--- config.mk ---
export PLATFORM = sky130hd
export DESIGN_NAME = uc_multiciclo_flat
export DESIGN_NICKNAME = d
export VERILOG_FILES = /design/src/rtl/uc_multiciclo_if.sv /design/src/rtl/uc_multiciclo.sv /design/src/flat_wrapper.sv
export SDC_FILE = /design/constraint.sdc
export NUM_CORES = 1
export LEC_CHECK = 0
export BUFFER_PORTS_ARGS = -buffer_cell sky130_fd_sc_hd__buf_2
export CORE_MARGIN = 3
export CORE_UTILIZATION = 39
export DETAILED_ROUTE_END_ITERATION = 16
export MAX_ROUTING_LAYER = met4
export PLACE_DENSITY = 0.76
export SYNTH_ARGS = -nofsm -noshare
export SYNTH_HDL_FRONTEND = slang
export SYNTH_SLANG_ARGS = --single-unit
--- constraint.sdc ---
create_clock -name clk -period 1.3 [get_ports clk]
set_input_delay 0.26 -clock clk [delete_from_list [all_inputs] [get_ports clk]]
set_output_delay 0.26 -clock clk [all_outputs]
set_load 0.005 [all_outputs]
--- src/rtl/uc_multiciclo_if.sv ---
// rtl/uc_multiciclo_if.sv - control-unit bus: datapath status in, control strobes out
// master drives start/Opcode/z and observes the controls; slave is the control unit.
interface uc_multiciclo_if #(
  parameter int CNT_W = 16
);
  logic             start;
  logic [5:0]       Opcode;
  logic             z;
  logic             s_inc;
  logic             s_inm;
  logic             we3;
  logic             wez;
  logic [2:0]       Op;
  logic             pc_en;
  logic             halted;
  logic             illegal;
  logic [CNT_W-1:0] instr_cnt;

  modport master (
    output start, Opcode, z,
    input  s_inc, s_inm, we3, wez, Op, pc_en, halted, illegal, instr_cnt
  );

  modport slave (
    input  start, Opcode, z,
    output s_inc, s_inm, we3, wez, Op, pc_en, halted, illegal, instr_cnt
  );
endinterface

--- src/rtl/uc_multiciclo.sv ---
// rtl/uc_multiciclo.sv - multi-cycle FETCH/EXEC control unit for the microc datapath
// Optional retired-instruction counter enabled by defining UC_TRACE_EN.
module uc_multiciclo #(
  parameter int CNT_W = 16
) (
  input  logic           clk,
  input  logic           reset,
  uc_multiciclo_if.slave bus
);

  typedef enum logic [1:0] {
    ST_IDLE  = 2'b00,
    ST_FETCH = 2'b01,
    ST_EXEC  = 2'b10,
    ST_HALT  = 2'b11
  } state_t;

  state_t     state_q, state_d;
  logic [5:0] ir_q, ir_d;
  logic       illegal_q, illegal_d;

  logic       ir_is_halt;
  logic       ir_is_undef;
  logic       leaving_exec;

  logic       s_inc, s_inm, we3, wez, pc_en, halted;
  logic [2:0] op;

  // Only IR[5:2] selects behaviour; the low bits are latched but never decoded.
  logic       unused_ir;
  assign unused_ir = ^ir_q[1:0];

  assign ir_is_halt   = (ir_q[5:2] == 4'b0111);
  assign ir_is_undef  = !ir_q[5] && (ir_q[4:2] inside {3'b100, 3'b101, 3'b110});
  assign leaving_exec = (state_q == ST_EXEC);

  always_ff @(posedge clk or posedge reset) begin
    if (reset) begin
      state_q   <= ST_IDLE;
      ir_q      <= 6'b000000;
      illegal_q <= 1'b0;
    end else begin
      state_q   <= state_d;
      ir_q      <= ir_d;
      illegal_q <= illegal_d;
    end
  end

  always_comb begin
    state_d   = state_q;
    ir_d      = ir_q;
    illegal_d = illegal_q;
    case (state_q)
      ST_IDLE:  if (bus.start) state_d = ST_FETCH;
      ST_FETCH: begin
        ir_d    = bus.Opcode;
        state_d = ST_EXEC;
      end
      ST_EXEC: begin
        state_d = ir_is_halt ? ST_HALT : ST_FETCH;
        if (ir_is_undef) illegal_d = 1'b1;
      end
      ST_HALT:  state_d = ST_HALT;
      default:  state_d = ST_IDLE;
    endcase
  end

  // Controls are a pure function of state and IR; z only steers s_inc for JZ/JNZ.
  always_comb begin
    s_inc  = 1'b1;
    s_inm  = 1'b0;
    we3    = 1'b0;
    wez    = 1'b0;
    op     = 3'b000;
    pc_en  = 1'b0;
    halted = (state_q == ST_HALT);
    if (state_q == ST_EXEC) begin
      pc_en = 1'b1;
      if (ir_q[5]) begin
        op  = ir_q[4:2];
        we3 = 1'b1;
        wez = 1'b1;
      end else begin
        case (ir_q[4:2])
          3'b000: begin
            s_inm = 1'b1;
            we3   = 1'b1;
          end
          3'b001:  s_inc = 1'b0;
          3'b010:  s_inc = !bus.z;
          3'b011:  s_inc = bus.z;
          3'b111:  pc_en = 1'b0;
          default: s_inc = 1'b1;
        endcase
      end
    end
  end

  assign bus.s_inc   = s_inc;
  assign bus.s_inm   = s_inm;
  assign bus.we3     = we3;
  assign bus.wez     = wez;
  assign bus.Op      = op;
  assign bus.pc_en   = pc_en;
  assign bus.halted  = halted;
  assign bus.illegal = illegal_q;

`ifdef UC_TRACE_EN
  logic [CNT_W-1:0] cnt_q, cnt_d;

  // Saturating: once all-ones the count is frozen rather than wrapping.
  always_comb begin
    cnt_d = cnt_q;
    if (leaving_exec && (cnt_q != {CNT_W{1'b1}})) cnt_d = cnt_q + 1'b1;
  end

  always_ff @(posedge clk or posedge reset) begin
    if (reset) cnt_q <= '0;
    else       cnt_q <= cnt_d;
  end

  assign bus.instr_cnt = cnt_q;
`else
  logic unused_leaving_exec;
  assign unused_leaving_exec = leaving_exec;
  assign bus.instr_cnt       = {CNT_W{1'b0}};
`endif

endmodule

--- src/flat_wrapper.sv ---
// flat-port wrapper written by rule: the top's interface ports become plain ports
module uc_multiciclo_flat 
#(
  parameter int CNT_W = 16
)
  (clk, reset, bus_start, bus_Opcode, bus_z, bus_s_inc, bus_s_inm, bus_we3, bus_wez, bus_Op, bus_pc_en, bus_halted, bus_illegal, bus_instr_cnt);
  uc_multiciclo_if #(.CNT_W(CNT_W)) bus_i ();
  input  logic clk;
  input  logic reset;
  input wire logic [$bits(bus_i.start)-1:0] bus_start;
  input wire logic [$bits(bus_i.Opcode)-1:0] bus_Opcode;
  input wire logic [$bits(bus_i.z)-1:0] bus_z;
  output wire logic [$bits(bus_i.s_inc)-1:0] bus_s_inc;
  output wire logic [$bits(bus_i.s_inm)-1:0] bus_s_inm;
  output wire logic [$bits(bus_i.we3)-1:0] bus_we3;
  output wire logic [$bits(bus_i.wez)-1:0] bus_wez;
  output wire logic [$bits(bus_i.Op)-1:0] bus_Op;
  output wire logic [$bits(bus_i.pc_en)-1:0] bus_pc_en;
  output wire logic [$bits(bus_i.halted)-1:0] bus_halted;
  output wire logic [$bits(bus_i.illegal)-1:0] bus_illegal;
  output wire logic [$bits(bus_i.instr_cnt)-1:0] bus_instr_cnt;
  assign bus_i.start = bus_start;
  assign bus_i.Opcode = bus_Opcode;
  assign bus_i.z = bus_z;
  assign bus_s_inc = bus_i.s_inc;
  assign bus_s_inm = bus_i.s_inm;
  assign bus_we3 = bus_i.we3;
  assign bus_wez = bus_i.wez;
  assign bus_Op = bus_i.Op;
  assign bus_pc_en = bus_i.pc_en;
  assign bus_halted = bus_i.halted;
  assign bus_illegal = bus_i.illegal;
  assign bus_instr_cnt = bus_i.instr_cnt;
  uc_multiciclo #(.CNT_W(CNT_W)) u_core (.clk(clk), .reset(reset), .bus(bus_i));
endmodule
; ---- Yosys cells after proc, flatten, opt, wreduce, memory -nomap -nowiden
; Cells that the tools add are included.
[classes]
n_eq_ne = 12
muxes = 18
n_reduce_logical = 7
[ops]
columns = cell, count
row1 = $eq 3x3->1 const B, 4
row2 = $mux 1, 12
row3 = $pmux 2 s4, 1
row4 = $eq 3x2->1 const B, 2
row5 = $mux 3, 2
row6 = $eq 2x2->1 const B, 2
row7 = $eq 4x3->1 const B, 1
row8 = $mux 2, 2
row9 = $eq 3x1->1 const B, 1
row10 = $logic_not 3->1, 1
row11 = $pmux 1 s3, 1
row12 = $reduce_bool 3->1, 1
row13 = $eq 2x1->1 const B, 1
row14 = $logic_not 1->1, 2
row15 = $logic_not 2->1, 1
row16 = $ne 2x2->1 const B, 1
row17 = $reduce_and 2->1, 1
row18 = $logic_and 1x1->1, 1
[totals]
register_bits = 9
inputBits = 10
output_inout_bits = 26
elab_cells = 40

; ---- Logic depth before layout (Yosys ltp)
[logic_depth]
word_depth = 4
depth_mapped = 3
ltp_nobuf = 2

; ---- Worst setup path before layout
; OpenSTA, ideal clock, no wires.
[synth_path]
kind = register to output
start = register u_core.state_q[0]
end = output bus_s_inm
arrival_ns = 0.869
setup_slack_ns = 0.171
path_stages_with_launch = 3
n_path_buf = 0
path_cell_list = dfrtp_1 nand2b_1 nor4b_1
[synth_via]
elab_chain_len = 2
[synth_lines]
columns = item, line
row1 = "start, declared", uc_multiciclo.sv:18  ; state_t state_q, state_d;
row2 = "start signal, assigned", uc_multiciclo.sv:43  ; state_q <= state_d;
row3 = $eq 2x2->1, --
row4 = $mux 1, uc_multiciclo.sv:77  ; if (state_q == ST_EXEC) begin
row5 = "end, declared", flat_wrapper.sv:14  ; output wire logic [$bits(bus_i.s_inm)-1:0] bus_s_inm;
; No other way between the ends.

; ---- Worst setup path in the final report
; Ends and elaborated chain as after synthesis.

==> impl_table.tex <==
\begin{tabular}{lr}
\hline
Metric & Value \\
\hline
\multicolumn{2}{l}{\textbf{Logic synthesis}} \\
Fraction of synthesized cell area taken by the top area cell type & 0.336 \\
Mean Syn Cell Area & 9.84 um\^{}2 \\
Synth Area in XOR/XNOR & 0 \\
Complex-gate fraction of the synthesized area & 0.106 \\
Fraction of the mapped netlist area in simple logic gates & 0.175 \\
Adder-cell share of the synthesized area & 0 \\
Multiplexer share of the synthesized area & 0.115 \\
Synthesis-stage register bit count & 7 \\
Top cell types by occurrence after synthesis & 16 x buf\_4, 7 x dfrtp\_1, 4 x mux2\_4 \\
Cell type with the largest total area after synthesis & dfrtp\_1 \\
Dominant combinational cell family by area after synthesis & buffers and inverters \\
Gate count of the mapped netlist & 53 \\
Most common cell in the netlist & buf\_4 \\
Total of warnings raised by yosys & 0 \\
Post-synth EDFFs & 0 \\
Top cells by area in the synthesized netlist & dfrtp\_1 34\%, buf\_4 23\%, mux2\_4 12\% \\
Number of library cell types mapped by synthesis & 25 \\
Proportion of synthesized flip-flops having asynchronous set or reset & 1.00 \\
Total standard cell area after synthesis & 522 um\^{}2 \\
Seq/Total Area, Yosys & 0.336 \\
Dominant register cell in the synthesized netlist & dfrtp\_1 \\
\multicolumn{2}{l}{\textbf{Setup path}} \\
Arrival time at the worst endpoint & 1.17 ns \\
Worst Path Required & 1.04 ns \\
Crit Path Category & flop to output pin \\
R2R setup slack & 0.10 ns \\
Worst Setup Start Kind & flop \\
Kind of end point of the critical path & output pin \\
Worst-path maximum fanout & 3 \\
\multicolumn{2}{l}{\textbf{Cells and area}} \\
Final Core Density & 0.600 \\
Count of nets after finishing & 93 \\
Antenna fix cells & 0 \\
Filler-free cell count of the finished design & 96 \\
Layout fillers & 103 \\
Proportion of layout cells with a drive suffix above 1 & 0.549 \\
Synthesis-to-finish area growth & 36.5\% \\
\multicolumn{2}{l}{\textbf{Power}} \\
PwrDens & 1850 nW/um\^{}2 \\
Highest ir drop seen on vdd & 1.04 mV \\
Power, Total & 1.32 mW \\
Static Leakage & 0.407 nW \\
\multicolumn{2}{l}{\textbf{Run}} \\
Maximum Capacitance Violations & 0 \\
\multicolumn{2}{l}{\textbf{Placement}} \\
Detailed-placement wirelength estimate & 786 um \\
Worst setup slack before clock tree synthesis & 0.0510 ns \\
Number of instances in the placed design & 85 \\
IO buf count & 17 \\
Global placement routability congestion & 0.696 \\
\multicolumn{2}{l}{\textbf{Min path}} \\
Hold WC Path Type & input pin to flop \\
\multicolumn{2}{l}{\textbf{Drt}} \\
Post-detailed-routing wire length & 1000 um \\
DR vias & 418 \\
Starting DRT DRC Count & 6 \\
Final ANT Viol Nets & 0 \\
Routed vias/inst & 4.35 \\
First-pass detailed-route iteration total & 4 \\
Residual DRC & 0 \\
Routed len/inst & 10.4 um \\
\multicolumn{2}{l}{\textbf{Clock tree}} \\
Clock latency reported for the late side of the worst-skew pair & 0.25 ns \\
Max H-tree Level & 1 \\
Clock slew at the register clock pins of the worst setup and hold paths & 0.05 ns \\
TritonCTS clock tree & done \\
TritonCTS Buffers & 3 \\
Maximum root-to-sink buffer count & 2 \\
Root buf cell & clkbuf\_4 \\
CTS Sinks & 7 \\
\multicolumn{2}{l}{\textbf{STA}} \\
Final hold vios & 0 \\
RSZ-0062 raised after global routing & yes \\
Worst Slack Setup Final & -0.129 ns \\
Final setup vio count & 9 \\
Final count of pins violating max slew & 0 \\
Highest Clock Rate & 0.700 GHz \\
Tmin final & 1.43 ns \\
Worst-case clock skew & 0.000674 ns \\
Final period utilization & 1.10 \\
\multicolumn{2}{l}{\textbf{Die}} \\
Number of top-level pins & 36 \\
Row Count & 12 \\
Die Outline Area & 1810 um\^{}2 \\
Effective utilization at floorplan & 0.440 \\
Vertical extent of the die & 42.6 um \\
Die X & 42.6 um \\
CORE AREA & 1190 um\^{}2 \\
\multicolumn{2}{l}{\textbf{Global routing}} \\
Number of global-route vias before repair & 395 \\
Tot GR Track Use & 0.119 \\
Maximum number of pins on one net before global-route repair & 8 \\
Initial antenna violation count & 0 \\
Total overflow reported by the global router & 0 \\
Wire length of the first global-routing pass & 1660 um \\
\multicolumn{2}{l}{\textbf{Outcome}} \\
Failing checks & setup timing \\
Outcome & finished, violations left \\
\hline
\end{tabular}
## logic make-up (layout without fill, tap and decap cells)
family	count (synthesis)	in the layout
flip-flops	7	7
buffers and inverters	20	34
AND/OR/NAND/NOR	14	14
multiplexers	4	4
AO/OA/AOI/OAI	7	7
other	1	16
## timing repair
action / in CTS / in global routing
setup endpoints to repair: 9 / 9
hold buffers: 1 / 0
hold endpoints to repair: 7 / 0
pin swaps: 5 / 1
resized for setup: 8 / 5
setup buffers: 6 / 0
## through the flow
stage               hold slack, ns  setup TNS [ns]  area, um^2
floorplan                   0.0634               0         578
global placement             0.195               0         582
detailed placement           0.208               0         582
CTS                          0.207          -0.723         694
global route                 0.227           -1.30         712
finish                       0.216          -0.731         712
## final cells by class
| type | instances | area, um^2 | share of cell area |
|---|---|---|---|
| clock buffer | 4 | 26.3 | 0.0369 |
| multi-input combinational | 41 | 298 | 0.418 |
| timing repair buffer | 28 | 184 | 0.258 |
| sequential | 7 | 179 | 0.251 |
| inverter | 2 | 7.51 | 0.0105 |
| tap | 14 | 17.5 | 0.0246 |
## critical path: stages, from the launching register on
cell      delay [ns]
dfrtp_1         0.42
nand2b_4        0.16
nor4b_2         0.20
buf_2           0.15
## per-layer routing
metal,up-vias,part of all wire,track usage
li1,205,-,-
met1,183,0.37,0.132
met2,28,0.50,0.204
met3,2,0.12,0.0343
met4,0,0.0080,0.0373
met5,-,0,-
## worst paths after layout
check | from | to | depth (start not counted)
min | bus_start | u_core.state_q[0]$_DFFE_PP0P_ | 2
min in group asynchronous | reset | u_core.ir_q[4]$_DFFE_PP0N_ | 3
max in group asynchronous | reset | u_core.ir_q[5]$_DFFE_PP0N_ | 3
min reg2reg | u_core.bus.illegal$_DFFE_PP0P_ | u_core.bus.illegal$_DFFE_PP0P_ | 1
max reg2reg | u_core.state_q[1]$_DFFE_PP0P_ | u_core.ir_q[3]$_DFFE_PP0N_ | 3
max | u_core.state_q[0]$_DFFE_PP0P_ | bus_s_inm | 3
## state kept, by name, summed over array words and instances, names as in the netlist
register and count:
u_core.ir_q 4, u_core.state_q 2, u_core.bus.illegal 1
## report_power, final
part | internal [mW] | switching, mW
clock | 0.117 | 0.0761
sequential | 0.324 | 0.126
combinational | 0.447 | 0.228
## placed cells by master, fill, tap and decap left out
master,synthesis,final
conb_1,1,16
buf_2,0,16
buf_4,16,8
mux2_4,4,4
dfrtp_1,7,4
and3_1,3,3
clkbuf_4,0,3
buf_6,0,3
dfrtp_2,0,3
inv_1,2,2
nor2b_4,0,2
a21o_1,1,1
nand2b_2,1,1
and2_1,2,1
nand2b_4,0,1
a31oi_1,1,1
and2_4,0,1
nor3_1,1,1
o21a_1,1,1
nor2_2,0,1
nor4b_2,0,1
a21boi_0,1,1
and3b_1,1,1
o211ai_1,1,1
a41o_1,1,1
nand2_1,1,1
a31o_2,1,1
clkbuf_1,1,1
dlygate4sd3_1,0,1
No activity file was read; power rests on OpenSTA's default activity.
